$ cat src/rtl/pack_s3_sched.sv
// Two-requester scheduler that streams 5-trit groups through one shared
// trit5-to-byte converter and emits ITER_BOUND packed bytes per granted job.
module pack_s3_sched #(
    parameter int ITER_BOUND = 140,
    parameter int CNT_W      = 8
) (
    input  logic       clk,
    input  logic       rst,
    input  logic [1:0] req,
    output logic [1:0] gnt,
    input  logic [9:0] grp0,
    input  logic [9:0] grp1,
    output logic [1:0] grp_rd,
    output logic [9:0] conv_a,
    output logic       conv_start,
    input  logic       conv_done,
    input  logic [7:0] conv_out,
    output logic [7:0] byte_out,
    output logic       byte_valid,
    output logic       byte_last,
    input  logic       byte_ready,
    output logic [1:0] done,
    output logic       busy,
    output logic [2:0] now
);

    typedef enum logic [2:0] {
        S_IDLE   = 3'd0,
        S_ARB    = 3'd1,
        S_LOAD   = 3'd2,
        S_CONV   = 3'd3,
        S_WAITC  = 3'd4,
        S_EMIT   = 3'd5,
        S_FIN    = 3'd6,
        S_UNUSED = 3'd7
    } state_t;

    localparam logic [CNT_W-1:0] CNT_LAST = CNT_W'(ITER_BOUND - 1);
    localparam logic [CNT_W-1:0] CNT_END  = CNT_W'(ITER_BOUND);

    state_t           state_q, state_d;
    logic [1:0]       gnt_q, gnt_d;
    logic             last_q, last_d;
    logic [CNT_W-1:0] cnt_q, cnt_d, cnt_inc;
    logic [9:0]       conv_a_q, conv_a_d;
    logic [7:0]       byte_out_q, byte_out_d;
    logic             byte_valid_q, byte_valid_d;
    logic [1:0]       grp_rd_c, done_c;
    logic             conv_start_c;
    logic             owner_req, in_job, win;

    always_comb begin
        state_d      = state_q;
        gnt_d        = gnt_q;
        last_d       = last_q;
        cnt_d        = cnt_q;
        conv_a_d     = conv_a_q;
        byte_out_d   = byte_out_q;
        byte_valid_d = byte_valid_q;
        grp_rd_c     = 2'b00;
        done_c       = 2'b00;
        conv_start_c = 1'b0;
        win          = ~last_q;
        cnt_inc      = cnt_q + CNT_W'(1);
        owner_req    = |(req & gnt_q);
        in_job       = (state_q == S_LOAD) || (state_q == S_CONV) ||
                       (state_q == S_WAITC) || (state_q == S_EMIT);

        // Owner withdrew its request: drop the job silently, but it still
        // counts as served so the other requester gets the next turn.
        if (in_job && !owner_req) begin
            state_d      = S_IDLE;
            byte_valid_d = 1'b0;
            gnt_d        = 2'b00;
            cnt_d        = '0;
            last_d       = gnt_q[1];
        end else begin
            case (state_q)
                S_IDLE: begin
                    if (req != 2'b00) state_d = S_ARB;
                end
                S_ARB: begin
                    if (req == 2'b11)  win = ~last_q;
                    else if (req[0])   win = 1'b0;
                    else if (req[1])   win = 1'b1;
                    gnt_d   = win ? 2'b10 : 2'b01;
                    cnt_d   = '0;
                    state_d = S_LOAD;
                end
                S_LOAD: begin
                    grp_rd_c = gnt_q;
                    conv_a_d = gnt_q[1] ? grp1 : grp0;
                    state_d  = S_CONV;
                end
                S_CONV: begin
                    conv_start_c = 1'b1;
                    state_d      = S_WAITC;
                end
                S_WAITC: begin
                    if (conv_done) begin
                        byte_out_d   = conv_out;
                        byte_valid_d = 1'b1;
                        state_d      = S_EMIT;
                    end
                end
                S_EMIT: begin
                    if (byte_ready) begin
                        byte_valid_d = 1'b0;
                        cnt_d        = cnt_inc;
                        state_d      = (cnt_inc == CNT_END) ? S_FIN : S_LOAD;
                    end
                end
                S_FIN: begin
                    done_c  = gnt_q;
                    gnt_d   = 2'b00;
                    last_d  = gnt_q[1];
                    state_d = S_IDLE;
                end
                default: state_d = S_IDLE;
            endcase
        end
    end

    always_ff @(posedge clk or negedge rst) begin
        if (!rst) begin
            state_q      <= S_IDLE;
            gnt_q        <= 2'b00;
            last_q       <= 1'b1;
            cnt_q        <= '0;
            conv_a_q     <= '0;
            byte_out_q   <= '0;
            byte_valid_q <= 1'b0;
        end else begin
            state_q      <= state_d;
            gnt_q        <= gnt_d;
            last_q       <= last_d;
            cnt_q        <= cnt_d;
            conv_a_q     <= conv_a_d;
            byte_out_q   <= byte_out_d;
            byte_valid_q <= byte_valid_d;
        end
    end

    assign gnt        = gnt_q;
    assign grp_rd     = grp_rd_c;
    assign conv_a     = conv_a_q;
    assign conv_start = conv_start_c;
    assign byte_out   = byte_out_q;
    assign byte_valid = byte_valid_q;
    assign byte_last  = byte_valid_q && (cnt_q == CNT_LAST);
    assign done       = done_c;
    assign busy       = (state_q != S_IDLE);
    assign now        = state_q;

endmodule

$ cat config.mk
export PLATFORM = sky130hd
export DESIGN_NAME = pack_s3_sched
export DESIGN_NICKNAME = d
export VERILOG_FILES = /design/src/rtl/pack_s3_sched.sv
export SDC_FILE = /design/constraint.sdc
export NUM_CORES = 1
export LEC_CHECK = 0
export CAP_MARGIN = 15
export CORE_MARGIN = 5
export CORE_UTILIZATION = 44
export DETAILED_ROUTE_END_ITERATION = 6
export PLACE_DENSITY = 0.84
export SLEW_MARGIN = 20
export SYNTH_ARGS = -nofsm -noshare
export SYNTH_HDL_FRONTEND = slang
export SYNTH_SLANG_ARGS = --single-unit
$ cat constraint.sdc
create_clock -name clk -period 2.9 [get_ports clk]
set_clock_uncertainty 0.1 [all_clocks]
set_input_delay 0.435 -clock clk [delete_from_list [all_inputs] [get_ports clk]]
set_output_delay 0.435 -clock clk [all_outputs]
set_load 0.02 [all_outputs]
# == Word-level counts from Yosys, hierarchy flattened ==
# Cells that the tools add are included.
# word_totals
register_bits,33
input_bits,34
# op_classes
addsub,1
n_eq_ne,12
muxes,30
bitwise,3
n_reduce_logical,19
# ops
op,count
3-bit case mux with 6 select lines,1
"8-bit equality test, second input constant",2
8-bit 2-to-1 mux,2
8-bit case mux with 2 select lines,1
3-bit 2-to-1 mux,5
1-bit 2-to-1 mux,12
2-bit 2-to-1 mux,6
3-bit nonzero test,4
10-bit 2-to-1 mux,1
"3-bit equality test, second input constant",3
3-bit AND reduction,3
"8-bit by 1-bit adder with 8-bit output, second input constant",1
"3-bit by 2-bit equality test with 1-bit output, second input constant",2
"3-bit by 2-bit != test with 1-bit output, second input constant",2
2-bit case mux with 2 select lines,1
2-bit AND reduction,2
2-bit nonzero test,2
"3-bit by 1-bit equality test with 1-bit output, second input constant",1
3-bit logical NOT,1
1-bit logical OR,3
"3-bit != test, second input constant",1
2-bit bitwise AND,1
"2-bit equality test, second input constant",1
1-bit logical AND,2
other kinds (4),5

# == Logic depth before layout (Yosys ltp) ==
# depth
ltp_word,9
depth_mapped,7
depth_no_buf,6

# == Worst setup path after synthesis ==
# OpenSTA, ideal clock, no wires.
# synth_timing
kind,flip-flop to output port
start,"register state_q[1], in the netlist now[1]"
end,output port done[0]
arrival_time_ps,1811
path_slack_ps,554
stages_incl_launch_ff,6
path_buffers,0
path_cell_list,dfrtp_1 > inv_1 > ha_1 > a221o_2 > and2_4 > and3_1
# synth_between
elab_chain_len,6
word_cells_on_any_way,11
# synth_rtl
item,line,rtl
"start, declared",41,"state_t state_q, state_d;"
"start signal, assigned",134,state_q <= state_d;
3-bit by 2-bit equality test with 1-bit output,66,in_job = (state_q == S_LOAD) || (state_q == S_CONV) ||
1-bit logical OR (2 in a row),66,
1-bit logical OR,67,(state_q == S_WAITC) || (state_q == S_EMIT);
1-bit logical AND,71,if (in_job && !owner_req) begin
2-bit 2-to-1 mux *,71,
"end, declared",22,"output logic [1:0] done,"
# Mark *: on every way between the ends. The rest lies on a longest branch, timed or not.

# == Final worst setup path ==
# layout_timing
start,"register state_q[1], in the netlist now[1]"
end,output port done[1]
# The elaborated chain is that of the path after synthesis.

==> flow_metrics.env <==
export IMPL_count_of_final_setup_violators=0
export IMPL_master_cell_of_the_clock_root_buffer="clkbuf_8"
export IMPL_worst_path_dominant_cell_family="buffers and inverters"
export IMPL_core_rowCount=23
export IMPL_grt_util_all_layers=0.174
export IMPL_finalNetCount=283
export IMPL_clock_tree_htree_level_count=2
export IMPL_cap_viol_max_count=0
export IMPL_grt_start_max_net_pins=34
export IMPL_dpl_hpwl_mm=3.26
export IMPL_finalSetupTns_ns=0
export IMPL_avgSynthCellArea_um2=10.0
export IMPL_ys_warn_count=0
export IMPL_yosys_register_bits=33
export IMPL_detailedPlace_worstSlack_ns=0.178
export IMPL_relSlewSlack=0.714
export IMPL_crit_arrival_ns=2.24
export IMPL_first_global_vias=1597
export IMPL_multi_input_comb_area_um2=870
export IMPL_critical_path_endpoint_type="output pin"
export IMPL_min_period_over_period=0.956
export IMPL_vdd_drop_max_mv=0.513
export IMPL_timing_fmax_ghz=0.361
export IMPL_synth_largest_type_area_fraction=0.455
export IMPL_post_synth_main_area_contributors="dfrtp_1, mux2i_1, mux2_2, a21oi_1, nor2_1"
export IMPL_routed_via_count=1590
export IMPL_route_final_wire_length_mm=4.30
export IMPL_layout_area_overhead_vs_synth_pct=47.5
export IMPL_drive_gt1_frac=0.130
export IMPL_dr_pass1_iters=4
export IMPL_fin_crit_ns=2.77
export IMPL_cp_cell_sequence="inv_1 -> ha_1 -> a221o_2 -> and2_4 -> and3_1 -> clkdlybuf4s50_1"
export IMPL_numPortBuffers=64
export IMPL_cts_resized=0
export IMPL_drtAntennaViolNets=0
export IMPL_cp_slowest_stage_delay_ns=0.55
export IMPL_cells_after_synth=176
export IMPL_clock_path_buffers=2
export IMPL_cp_required_ns=2.37
export IMPL_worstSetupPathType="flip-flop to output pin"
export IMPL_maxSlewViolCount=0
export IMPL_power_per_cell_area_nw_per_um2=964
export IMPL_cp_max_fo=4
export IMPL_run_status="complete, no violations"
export IMPL_seq_area_um2=827
export IMPL_total_power_mw=2.51
export IMPL_final_critical_path_setup_slack_ns=0.127
export IMPL_initial_antenna_violation_count=0
export IMPL_post_cts_setup_buffers=0
export IMPL_die_area_um2=5370
export IMPL_num_io_pins=65
export IMPL_path_buf_inv=2
export IMPL_worst_slew_pin_slew_ns=0.429
export IMPL_p_leak_nw=1.09
export IMPL_core_um2=3940
export IMPL_nFillCells=306
export IMPL_grt_first_pass_wirelength_mm=7.29
export IMPL_chipWidth_um=73.3
export IMPL_die_height_um=73.3
export IMPL_hp_class="flip-flop to flip-flop"
export IMPL_tritoncts_num_sinks=33
export IMPL_share_of_the_yosys_chip_area_belonging_to_registers=0.469
export IMPL_placed_area_um2=2480
export IMPL_synth_nets=213
export IMPL_cts_tree="done"
export IMPL_post_drt_wl_per_cell_um=14.5
export IMPL_setup_worst_path_start_class="flip-flop"
export IMPL_postLayoutCellArea_um2=2600
export IMPL_hold_violations=0
export IMPL_critical_path_slowest_cell="clkdlybuf4s50_1"
export IMPL_synth_largest_area_cell="dfrtp_1"
export IMPL_synthesis_area_um2=1760
export IMPL_cts_hold_buf=0
export IMPL_clk_transition_reported_paths_ns=0.07
export IMPL_drt_first_iter_violations=159
export IMPL_grt_overflow=0
export IMPL_unrepaired_setup_endpoints_after_global_routing="no"
export IMPL_n_antenna_cell=0
export IMPL_drc_errors=0
export IMPL_initial_utilization=0.447
export IMPL_clock_insertion_delay_worst_skew_ns=0.28
export IMPL_drt_vias_per_instance=5.35
export IMPL_gp_congestion=0.843
export IMPL_post_synth_num_cell_types=43
export IMPL_numCtsBuffers=5
## worst paths after layout
path	from	end	slack [ns]	cells past startpoint
max	now[1]	done[1]	0.13	6
min	byte_out[5]	byte_out[5]	0.40	1
max reg2reg	now[1]	cnt_q[4]	0.85	7
min reg2reg	byte_out[5]	byte_out[5]	0.40	1
max in group asynchronous	rst	last_q	1.91	2
min in group asynchronous	rst	byte_valid	0.45	2
## cells in the mapped netlist (all sizes together)
cell type	count
mux2i	12
a41oi	2
and2	4
a22o	1
a221o	1
o21bai	1
a21oi	18
and3	6
and4	2
o21a	2
o2111ai	1
nor2b	2
o311a	1
xnor2	1
nor2	19
maj3	1
buf	5
dfrtp	32
nand2	11
mux2	9
nand4	1
inv	4
dfstp	1
a211oi	1
a311oi	1
o21ai	8
a31oi	3
a221oi	2
nand3	5
clkbuf	5
nand2b	3
nor4	2
or3	1
nor3	5
ha	3
## state kept, by name (all words and copies together), names as in the netlist
signal	flops
now	3
byte_out	8
last_q	1
conv_a	10
cnt_q	8
byte_valid	1
gnt	2
## layout by cell type (no fill, tap or decap), types with 2 or more instances in the layout
cell and n:
and3_1 6, o21ai_0 7, nand3_1 4, mux2i_1 12, and2_1 3, mux2_2 9, buf_4 9, a41oi_1 2
ha_1 3, clkdlybuf4s50_1 64, a31oi_1 3, a21oi_1 18, nand2_1 11, nor2_1 19, clkbuf_8 6, nor3_1 5
nor2b_1 2, dfrtp_1 32, inv_1 4, o21a_1 2, nand2b_1 3
## worst register-to-register path: stages, from the launching register on
cell     delay, ns
dfrtp_1       0.35
inv_1         0.06
ha_1          0.33
a221o_2       0.32
buf_4         0.16
and4_1        0.29
a41oi_1       0.25
a31oi_1       0.06
## metal layers
| layer | wire length (um) | track usage | vias up |
|---|---|---|---|
| li1 | - | - | 775 |
| met1 | 1670 | 0.218 | 744 |
| met2 | 2150 | 0.281 | 64 |
| met3 | 433 | 0.0657 | 7 |
| met4 | 46 | 0.0451 | 0 |
| met5 | 0 | 0 | - |
## stage by stage
stage | hold slack, ns | utilization | instances
6_report | 0.404 | 0.659 | 297
3_5_place_dp | 0.394 | 0.630 | 289
4_1_cts | 0.410 | 0.659 | 297
3_3_place_gp | 0.388 | 0.630 | 289
5_1_grt | 0.426 | 0.659 | 297
2_1_floorplan | 0.0394 | - | 176
## power breakdown
| group | internal, mW | leakage [nW] | total [mW] | switching [mW] |
|---|---|---|---|---|
| combinational | 0.635 | 0.619 | 1.32 | 0.687 |
| sequential | 0.628 | 0.410 | 0.737 | 0.109 |
| clock | 0.280 | 0.0585 | 0.447 | 0.167 |
| total | 1.54 | 1.09 | 2.51 | 0.963 |
## layout make-up
cell class / instances / area share
tap: 50 / 0.0241
inverter: 4 / 0.00578
multi-input combinational: 129 / 0.335
sequential: 33 / 0.318
clock inverter: 1 / 0.0116
timing repair buffer: 73 / 0.273
clock buffer: 7 / 0.0332
## logic make-up (layout without fill, tap and decap cells)
family	after synthesis	after routing	synth area share
simple gates	61	61	0.179
compound gates	42	42	0.152
flops	33	33	0.469
mux	21	21	0.126
buf+inv	14	85	0.0419
fa+ha+maj	4	4	0.0270
xor+xnor	1	1	0.00497
Note: power is estimated with default switching activity, not from simulation.
